**src/rtl/spi_slave_fsm_if.sv**
```systemverilog
// spi_slave_fsm_if: SPI pins plus the RAM-side word/byte handshake of the SPI slave.
//   master modport : the SPI master / RAM side (drives SS_n, MOSI, tx_data, tx_valid)
//   slave modport  : spi_slave_fsm (drives MISO, rx_data, rx_valid[, frame_err])
// Optional: `SPI_FRAME_ERR_EN adds the frame_err abort strobe.
interface spi_slave_fsm_if #(
  parameter int DW = 8
);
  logic          SS_n;
  logic          MOSI;
  logic          MISO;
  logic [DW+1:0] rx_data;
  logic          rx_valid;
  logic [DW-1:0] tx_data;
  logic          tx_valid;
`ifdef SPI_FRAME_ERR_EN
  logic          frame_err;

  modport master (output SS_n, MOSI, tx_data, tx_valid,
                  input  MISO, rx_data, rx_valid, frame_err);
  modport slave  (input  SS_n, MOSI, tx_data, tx_valid,
                  output MISO, rx_data, rx_valid, frame_err);
`else
  modport master (output SS_n, MOSI, tx_data, tx_valid,
                  input  MISO, rx_data, rx_valid);
  modport slave  (input  SS_n, MOSI, tx_data, tx_valid,
                  output MISO, rx_data, rx_valid);
`endif
endinterface

```
**src/rtl/spi_slave_fsm.sv**
```systemverilog
// spi_slave_fsm: SPI slave front end for the single-port RAM.
//   Deserialises DW+2-bit MOSI frames (MSB first) into rx_data with a one-cycle
//   rx_valid strobe; after a read-data frame it waits for tx_valid, latches tx_data
//   and shifts it out on MISO, MSB first. Remembers whether a read address has been
//   sent so a command bit of 1 selects READ_ADD or READ_DATA.
// Ports:
//   clk  - system clock, also the SPI bit clock
//   rst  - synchronous active-high reset
//   bus  - spi_slave_fsm_if.slave (SS_n, MOSI, MISO, rx_data, rx_valid, tx_data,
//          tx_valid, frame_err)
// Optional: `SPI_FRAME_ERR_EN enables frame_err, a one-cycle strobe when SS_n rises
//   mid-frame (1..DW+1 bits sampled) or during the tx_valid wait / MISO shift.
module spi_slave_fsm #(
  parameter int DW = 8
) (
  input  logic           clk,
  input  logic           rst,
  spi_slave_fsm_if.slave bus
);

  localparam int CW = $clog2(DW + 3);
  localparam int TW = $clog2(DW);

  typedef enum logic [2:0] {IDLE, CHK_CMD, WRITE, READ_ADD, READ_DATA} state_t;

  state_t        state, state_nx;
  logic [CW-1:0] bit_cnt, bit_cnt_nx;
  logic [DW:0]   rx_shift, rx_shift_nx;
  logic [DW+1:0] rx_data, rx_data_nx;
  logic          rx_valid, rx_valid_nx;
  logic          rd_addr_seen, rd_seen_nx;
  logic          done, done_nx;         // frame complete, holding until SS_n rises
  logic          tx_wait, tx_wait_nx;   // read-data frame done, waiting for tx_valid
  logic          tx_busy, tx_busy_nx;   // MISO shift in progress
  logic [DW-1:0] tx_shift, tx_shift_nx;
  logic [TW-1:0] tx_cnt, tx_cnt_nx;     // bits still to drive after the current one
  logic          miso, miso_nx;
`ifdef SPI_FRAME_ERR_EN
  logic          frame_err, err_nx;
`endif

  always_ff @(posedge clk) begin
    if (rst) begin
      state        <= IDLE;
      bit_cnt      <= '0;
      rx_shift     <= '0;
      rx_data      <= '0;
      rx_valid     <= 1'b0;
      rd_addr_seen <= 1'b0;
      done         <= 1'b0;
      tx_wait      <= 1'b0;
      tx_busy      <= 1'b0;
      tx_shift     <= '0;
      tx_cnt       <= '0;
      miso         <= 1'b0;
`ifdef SPI_FRAME_ERR_EN
      frame_err    <= 1'b0;
`endif
    end else begin
      state        <= state_nx;
      bit_cnt      <= bit_cnt_nx;
      rx_shift     <= rx_shift_nx;
      rx_data      <= rx_data_nx;
      rx_valid     <= rx_valid_nx;
      rd_addr_seen <= rd_seen_nx;
      done         <= done_nx;
      tx_wait      <= tx_wait_nx;
      tx_busy      <= tx_busy_nx;
      tx_shift     <= tx_shift_nx;
      tx_cnt       <= tx_cnt_nx;
      miso         <= miso_nx;
`ifdef SPI_FRAME_ERR_EN
      frame_err    <= err_nx;
`endif
    end
  end

  always_comb begin
    state_nx    = state;
    bit_cnt_nx  = bit_cnt;
    rx_shift_nx = rx_shift;
    rx_data_nx  = rx_data;
    rx_valid_nx = 1'b0;
    rd_seen_nx  = rd_addr_seen;
    done_nx     = done;
    tx_wait_nx  = tx_wait;
    tx_busy_nx  = tx_busy;
    tx_shift_nx = tx_shift;
    tx_cnt_nx   = tx_cnt;
    miso_nx     = miso;
`ifdef SPI_FRAME_ERR_EN
    err_nx      = 1'b0;
`endif
    if (state != IDLE && bus.SS_n) begin
      // Deselect: drop any partial frame or MISO shift; rd_addr_seen survives.
      state_nx    = IDLE;
      bit_cnt_nx  = '0;
      rx_shift_nx = '0;
      done_nx     = 1'b0;
      tx_wait_nx  = 1'b0;
      tx_busy_nx  = 1'b0;
      tx_shift_nx = '0;
      tx_cnt_nx   = '0;
      miso_nx     = 1'b0;
`ifdef SPI_FRAME_ERR_EN
      err_nx      = (bit_cnt != '0 && !done) || tx_wait || tx_busy;
`endif
    end else begin
      unique case (state)
        IDLE: begin
          if (!bus.SS_n) state_nx = CHK_CMD;
        end
        CHK_CMD: begin
          rx_shift_nx = {{DW{1'b0}}, bus.MOSI};
          bit_cnt_nx  = CW'(1);
          if (!bus.MOSI)         state_nx = WRITE;
          else if (rd_addr_seen) state_nx = READ_DATA;
          else                   state_nx = READ_ADD;
        end
        default: begin
          if (!done) begin
            if (bit_cnt == CW'(DW + 1)) begin
              rx_data_nx  = {rx_shift, bus.MOSI};
              rx_valid_nx = 1'b1;
              done_nx     = 1'b1;
              bit_cnt_nx  = CW'(DW + 2);
              if (state == READ_ADD) rd_seen_nx = 1'b1;
              if (state == READ_DATA) begin
                rd_seen_nx = 1'b0;
                tx_wait_nx = 1'b1;
              end
            end else begin
              rx_shift_nx = {rx_shift[DW-1:0], bus.MOSI};
              bit_cnt_nx  = bit_cnt + CW'(1);
            end
          end else if (tx_wait) begin
            if (bus.tx_valid) begin
              tx_wait_nx  = 1'b0;
              tx_busy_nx  = 1'b1;
              miso_nx     = bus.tx_data[DW-1];
              tx_shift_nx = {bus.tx_data[DW-2:0], 1'b0};
              tx_cnt_nx   = TW'(DW - 1);
            end
          end else if (tx_busy) begin
            if (tx_cnt != '0) begin
              miso_nx     = tx_shift[DW-1];
              tx_shift_nx = {tx_shift[DW-2:0], 1'b0};
              tx_cnt_nx   = tx_cnt - TW'(1);
            end else begin
              miso_nx    = 1'b0;
              tx_busy_nx = 1'b0;
            end
          end
        end
      endcase
    end
  end

  assign bus.MISO     = miso;
  assign bus.rx_data  = rx_data;
  assign bus.rx_valid = rx_valid;
`ifdef SPI_FRAME_ERR_EN
  assign bus.frame_err = frame_err;
`endif

endmodule

```
**src/flat_wrapper.sv**
```systemverilog
// flat-port wrapper written by rule: the top's interface ports become plain ports
module spi_slave_fsm_flat 
#(
  parameter int DW = 8
)
  (clk, rst, bus_SS_n, bus_MOSI, bus_tx_data, bus_tx_valid, bus_MISO, bus_rx_data, bus_rx_valid);
  spi_slave_fsm_if #(.DW(DW)) bus_i ();
  input  logic clk;
  input  logic rst;
  input wire logic [$bits(bus_i.SS_n)-1:0] bus_SS_n;
  input wire logic [$bits(bus_i.MOSI)-1:0] bus_MOSI;
  input wire logic [$bits(bus_i.tx_data)-1:0] bus_tx_data;
  input wire logic [$bits(bus_i.tx_valid)-1:0] bus_tx_valid;
  output wire logic [$bits(bus_i.MISO)-1:0] bus_MISO;
  output wire logic [$bits(bus_i.rx_data)-1:0] bus_rx_data;
  output wire logic [$bits(bus_i.rx_valid)-1:0] bus_rx_valid;
  assign bus_i.SS_n = bus_SS_n;
  assign bus_i.MOSI = bus_MOSI;
  assign bus_i.tx_data = bus_tx_data;
  assign bus_i.tx_valid = bus_tx_valid;
  assign bus_MISO = bus_i.MISO;
  assign bus_rx_data = bus_i.rx_data;
  assign bus_rx_valid = bus_i.rx_valid;
  spi_slave_fsm #(.DW(DW)) u_core (.clk(clk), .rst(rst), .bus(bus_i));
endmodule
```
**config.mk**
```make
export PLATFORM = sky130hd
export DESIGN_NAME = spi_slave_fsm_flat
export DESIGN_NICKNAME = d
export VERILOG_FILES = /design/src/rtl/spi_slave_fsm_if.sv /design/src/rtl/spi_slave_fsm.sv /design/src/flat_wrapper.sv
export SDC_FILE = /design/constraint.sdc
export NUM_CORES = 1
export LEC_CHECK = 0
export ABC_CLOCK_PERIOD_IN_PS = 4300
export BUFFER_PORTS_ARGS = -buffer_cell sky130_fd_sc_hd__buf_2
export CAP_MARGIN = 40
export CORE_ASPECT_RATIO = 0.7
export CORE_MARGIN = 2
export CORE_UTILIZATION = 55
export DETAILED_ROUTE_END_ITERATION = 16
export GPL_TIMING_DRIVEN = 0
export PLACE_DENSITY = 0.8
export SETUP_SLACK_MARGIN = 0.02
export SLEW_MARGIN = 20
export SYNTH_ARGS = -nofsm -noshare
export SYNTH_HDL_FRONTEND = slang
export SYNTH_SLANG_ARGS = --single-unit
```
**constraint.sdc**
```tcl
create_clock -name clk -period 4.3 [get_ports clk]
set_clock_uncertainty 0.05 [all_clocks]
set_input_delay 0.645 -clock clk [delete_from_list [all_inputs] [get_ports clk]]
set_output_delay 0.645 -clock clk [all_outputs]
set_load 0.01 [all_outputs]
```
; ---- Word level (Yosys, flattened, before mapping)
; Cells that the tools add are included.
[totals]
ff_bits = 43
input_bits = 13
output_inout_bits = 12
wordCells = 83
[classes]
n_addsub = 2
n_eq_ne = 8
muxes = 35
bitwise = 4
n_reduce_logical = 22
[ops]
columns = op, n
row1 = two-way mux 8 bit, 4
row2 = two-way mux 3 bit, 7
row3 = two-way mux 9 bit, 2
row4 = one-hot mux 9 bit (2 select lines), 1
row5 = two-way mux 1 bit, 17
row6 = nonzero test 2 bit, 6
row7 = AND reduction 5 bit, 2
row8 = AND reduction 3 bit, 3
row9 = two-way mux 4 bit, 2
row10 = != test 2 bit (second input constant), 4
row11 = one-hot mux 4 bit (2 select lines), 1
row12 = AND reduction 4 bit, 2
row13 = one-hot mux 3 bit (2 select lines), 1
row14 = nonzero test 3 bit, 2
row15 = OR reduction 5 bit, 1
row16 = adder 4 x 1 -> 4 bit (second input constant), 1
row17 = == test 4 bit (second input constant), 1
row18 = inverter 1 bit, 4
row19 = AND reduction 2 bit, 2
row20 = OR reduction 2 bit, 2
row21 = == test 3 x 1 -> 1 bit (second input constant), 1
row22 = == test 3 x 2 -> 1 bit (second input constant), 1
row23 = == test 3 bit (second input constant), 1
row24 = logical NOT 3 bit, 1
row25 = other kinds (2), 2

; ---- Logic depth before layout (Yosys ltp)
[logic_depth]
depth_word = 4
mapped_depth = 7
mapped_depth_nobuf = 6

; ---- Worst setup path before layout
; No wires, ideal clock.
[synth_path]
kind = flip-flop to flip-flop
start = reg u_core.tx_cnt[0]
end = reg u_core.tx_busy
setup_time_ns = 0.103
arrival_ns = 1.437
t_required_ns = 4.147
path_slack_ns = 2.709
stages_incl_launch_ff = 7
path_buffers = 1
period_less_slack_ns = 1.591
path_cell_list = dfxtp_1 inv_1 ha_1 ha_1 nor2b_1 buf_1 a2111oi_2
[synth_via]
elab_chain_cells = 4
[synth_lines]
columns = item, line_no
row1 = from (decl), spi_slave_fsm.sv:36  ; logic [TW-1:0] tx_cnt, tx_cnt_nx;
row2 = from (signal assigned), spi_slave_fsm.sv:70  ; tx_cnt <= tx_cnt_nx;
row3 = nonzero test 3 bit, spi_slave_fsm.sv:145  ; if (tx_cnt != '0) begin
row4 = two-way mux 1 bit, spi_slave_fsm.sv:145
row5 = two-way mux 1 bit, spi_slave_fsm.sv:144  ; end else if (tx_busy) begin
row6 = two-way mux 1 bit, spi_slave_fsm.sv:136  ; end else if (tx_wait) begin
row7 = to (signal assigned), spi_slave_fsm.sv:68  ; tx_busy <= tx_busy_nx;
row8 = to (decl), spi_slave_fsm.sv:34  ; logic tx_busy, tx_busy_nx;
; No other way between the ends.
; A chain may end at the register's enable or synchronous reset.

; ---- Final worst setup path
[layout_path]
start = reg u_core.tx_cnt[0]
end = reg u_core.tx_shift[5]
[layout_via]
elab_chain_cells = 3
[layout_lines]
columns = item, line_no
row1 = nonzero test 3 bit, spi_slave_fsm.sv:145
row2 = nonzero test 2 bit (no line), -
row3 = AND reduction 5 bit (no line), -
row4 = to (signal assigned), spi_slave_fsm.sv:69  ; tx_shift <= tx_shift_nx;
row5 = to (decl), spi_slave_fsm.sv:35  ; logic [DW-1:0] tx_shift, tx_shift_nx;
; No other way between the ends.

==> out/qor.yml <==
fin_util: 0.6539
rsz0062_at_grt: "no"
fp.dieH_um: 54.95
maxCapViolCount: 0
cts_buffer_depth: 2
pin_count: 25
num_rows: 18
async_flop_share: 0
grt_pass1_wl_um: 6748
fp.dieW_um: 76.78
cts_hold_buf: 0
drt-initial-drc-count: 118
final_antenna_net_count: 0
dieArea_um2: 4219
cts_max_level: 2
status: "complete, no violations"
overflow: 0
synth_fp_nets: 240
cts_buffers: 5
ys_seq_area_frac: 0.4123
syn_inst: 223
dpl_cell_area_um2: 2222
synth_edf_count: 0
syn_area_per_cell_um2: 9.146
path_cells: "inv_1, ha_1, ha_1, nor2b_1, buf_1, nor4_1, nor3_1"
wire_per_inst_um: 13.91
setup.worst_path.start_class: "flip-flop"
layout_commonest_cell: "dfxtp_1"
arrival_ps: 1980
place_inst: 297
ys_ff_latch: 42
ctsResizeCount: 0
cts_tree: "done"
critical_path_required_ps: 4430
ys.flop_type: "dfxtp_1"
cp_num_buf_inv: 2
drt-total-wl_um: 4243
layout_min_cycle_time_ps: 1849
worstSetupPathType: "flip-flop to flip-flop"
p_leak_uw: 0.0008423
via_per_inst: 5.784
maxSlewHeadroom: 0.6201
fmax_mhz: 540.9
cp_top_family: "simple AND/OR/NAND/NOR gates"
tightest_slew_ps: 568.6
drive_above_1_share: 0.2745
dr.pass1.iters: 4
critical_path.max_fanout: 8
setup_viol: 0
yosysWarnings: 0
layout_common_cells: "dfxtp_1, buf_2, nand2_1, a21oi_1, nand3_1"
grt_max_degree: 15
nFillCells: 304
syn_area_um2: 2039
final.setup.tns_ps: 0
layout.nets: 271
vias: 1764
fin_area_um2: 2312
cp_common_cell: "ha_1"
start_util: 0.5768
dp_hpwl_um: 2937
cp-end-kind: "flip-flop"
timing.hold.ws_ps: 408.3
diodes: 0
cpMaxStageDelayCell: "dfxtp_1"
clock-sinks: 42
drv_slew: 0
postCtsSetupBuffers: 0
powerDensity_nw_per_um2: 302.6
track_usage: 0.2084
grt_pass1_vias: 1431
globalplace.congestion: 0.7945
port_buffers: 24
hold_viol: 0
ys_types: 48
cts-root-buf: "clkbuf_8"
min-delay-path-class: "flip-flop to flip-flop"
period_share: 0.4300
core_um2: 3536
clkLatencyLatePin_ps: 300
max_stage_delay_ps: 380
clkSlewWorstSetupHoldPaths_ps: 80
antenna_found_initial: 0
syn_to_final_growth_pct: 13.37
instances_no_fill: 305
drc_errors: 0
ir_worst_vdd_uv: 184.2
==> synth_stat cells (all sizes together) (2+ instances only) <==
cell,count,share of area
nand2b,2,0.0061
inv,9,0.017
buf,10,0.029
dfxtp,42,0.41
o31ai,2,0.014
a2111oi,2,0.012
mux2i,12,0.061
nand2,22,0.042
a21oi,21,0.066
nor3,8,0.020
nor4,7,0.021
o211ai,2,0.0074
nor3b,2,0.0074
or3,2,0.0061
clkbuf,4,0.0074
o221a,3,0.017
nand4,2,0.0061
o21ai,10,0.026
ha,4,0.025
mux2,7,0.040
nor2,8,0.015
nor2b,6,0.018
a31oi,8,0.025
nand3,12,0.029
a41oi,3,0.013
==> final cells by class <==
cell class	instances	area (um2)	share of cell area
clock buffer	5	68.82	0.02976
clock inverter	3	21.27	0.009199
inverter	9	33.78	0.01461
multi-input combinational	158	1090	0.4713
sequential	42	840.8	0.3636
timing repair buffer	24	120.1	0.05195
buffer	14	75.07	0.03247
tap	50	62.56	0.02706
==> metrics by stage <==
| stage | power, uW | worst slack (ps) |
|---|---|---|
| 4_1_cts | 707.2 | 2498 |
| 3_5_place_dp | 455.6 | 2497 |
| 5_1_grt | 727.5 | 2351 |
| 2_1_floorplan | 438.1 | 2709 |
| 6_report | 699.6 | 2451 |
| 3_3_place_gp | 455.3 | 2507 |
==> worst min-delay path, delay by kind of cell (launching register included) <==
family / cells / cell delay, ps
flip-flops: 1 / 310
AND/OR/NAND/NOR: 1 / 50
multiplexers: 1 / 50
==> logic make-up (layout without fill, tap and decap cells) <==
family,Yosys count,count (layout),synth area share
simple gates,78,78,0.1988
compound gates,57,57,0.2098
flops,42,42,0.4123
buf+inv,23,55,0.05337
mux,19,19,0.1012
fa+ha+maj,4,4,0.02454
==> flip-flops by register name (all words and copies together) (netlist names), 3 cells and up <==
register            flops
u_core.bit_cnt          4
u_core.bus.rx_data     10
u_core.rx_shift         9
u_core.state            3
u_core.tx_cnt           3
u_core.tx_shift         7
==> report_power, final <==
group | switching, uW | internal, uW | total, uW
clock | 138 | 114 | 252
combinational | 33.6 | 18.5 | 52.2
sequential | 3.65 | 392 | 396
total | 175 | 525 | 700
==> worst paths after layout <==
path / to / start / slack [ps] / cells past startpoint
worst max register to register: u_core.tx_shift[5]$_SDFFE_PP0P_ / u_core.tx_cnt[0]$_SDFFE_PP0P_ / 2450 / 7
worst max-delay path: u_core.tx_shift[5]$_SDFFE_PP0P_ / u_core.tx_cnt[0]$_SDFFE_PP0P_ / 2450 / 7
worst min-delay path: u_core.bus.rx_data[3]$_SDFFE_PP0P_ / u_core.bus.rx_data[3]$_SDFFE_PP0P_ / 410 / 2
worst min register to register: u_core.bus.rx_data[3]$_SDFFE_PP0P_ / u_core.bus.rx_data[3]$_SDFFE_PP0P_ / 410 / 2
==> metal layers <==
metal  part of all wire  up-vias  wire [um]  global-route usage
met2               0.42       49       1779              0.3070
met5                  0        -          0                   0
met4              0.010        0         44             0.08182
li1                   -      879          -                   -
met1               0.52      831       2192              0.3014
met3              0.053        5        227             0.04383
Power figures use the tool's default switching activity.
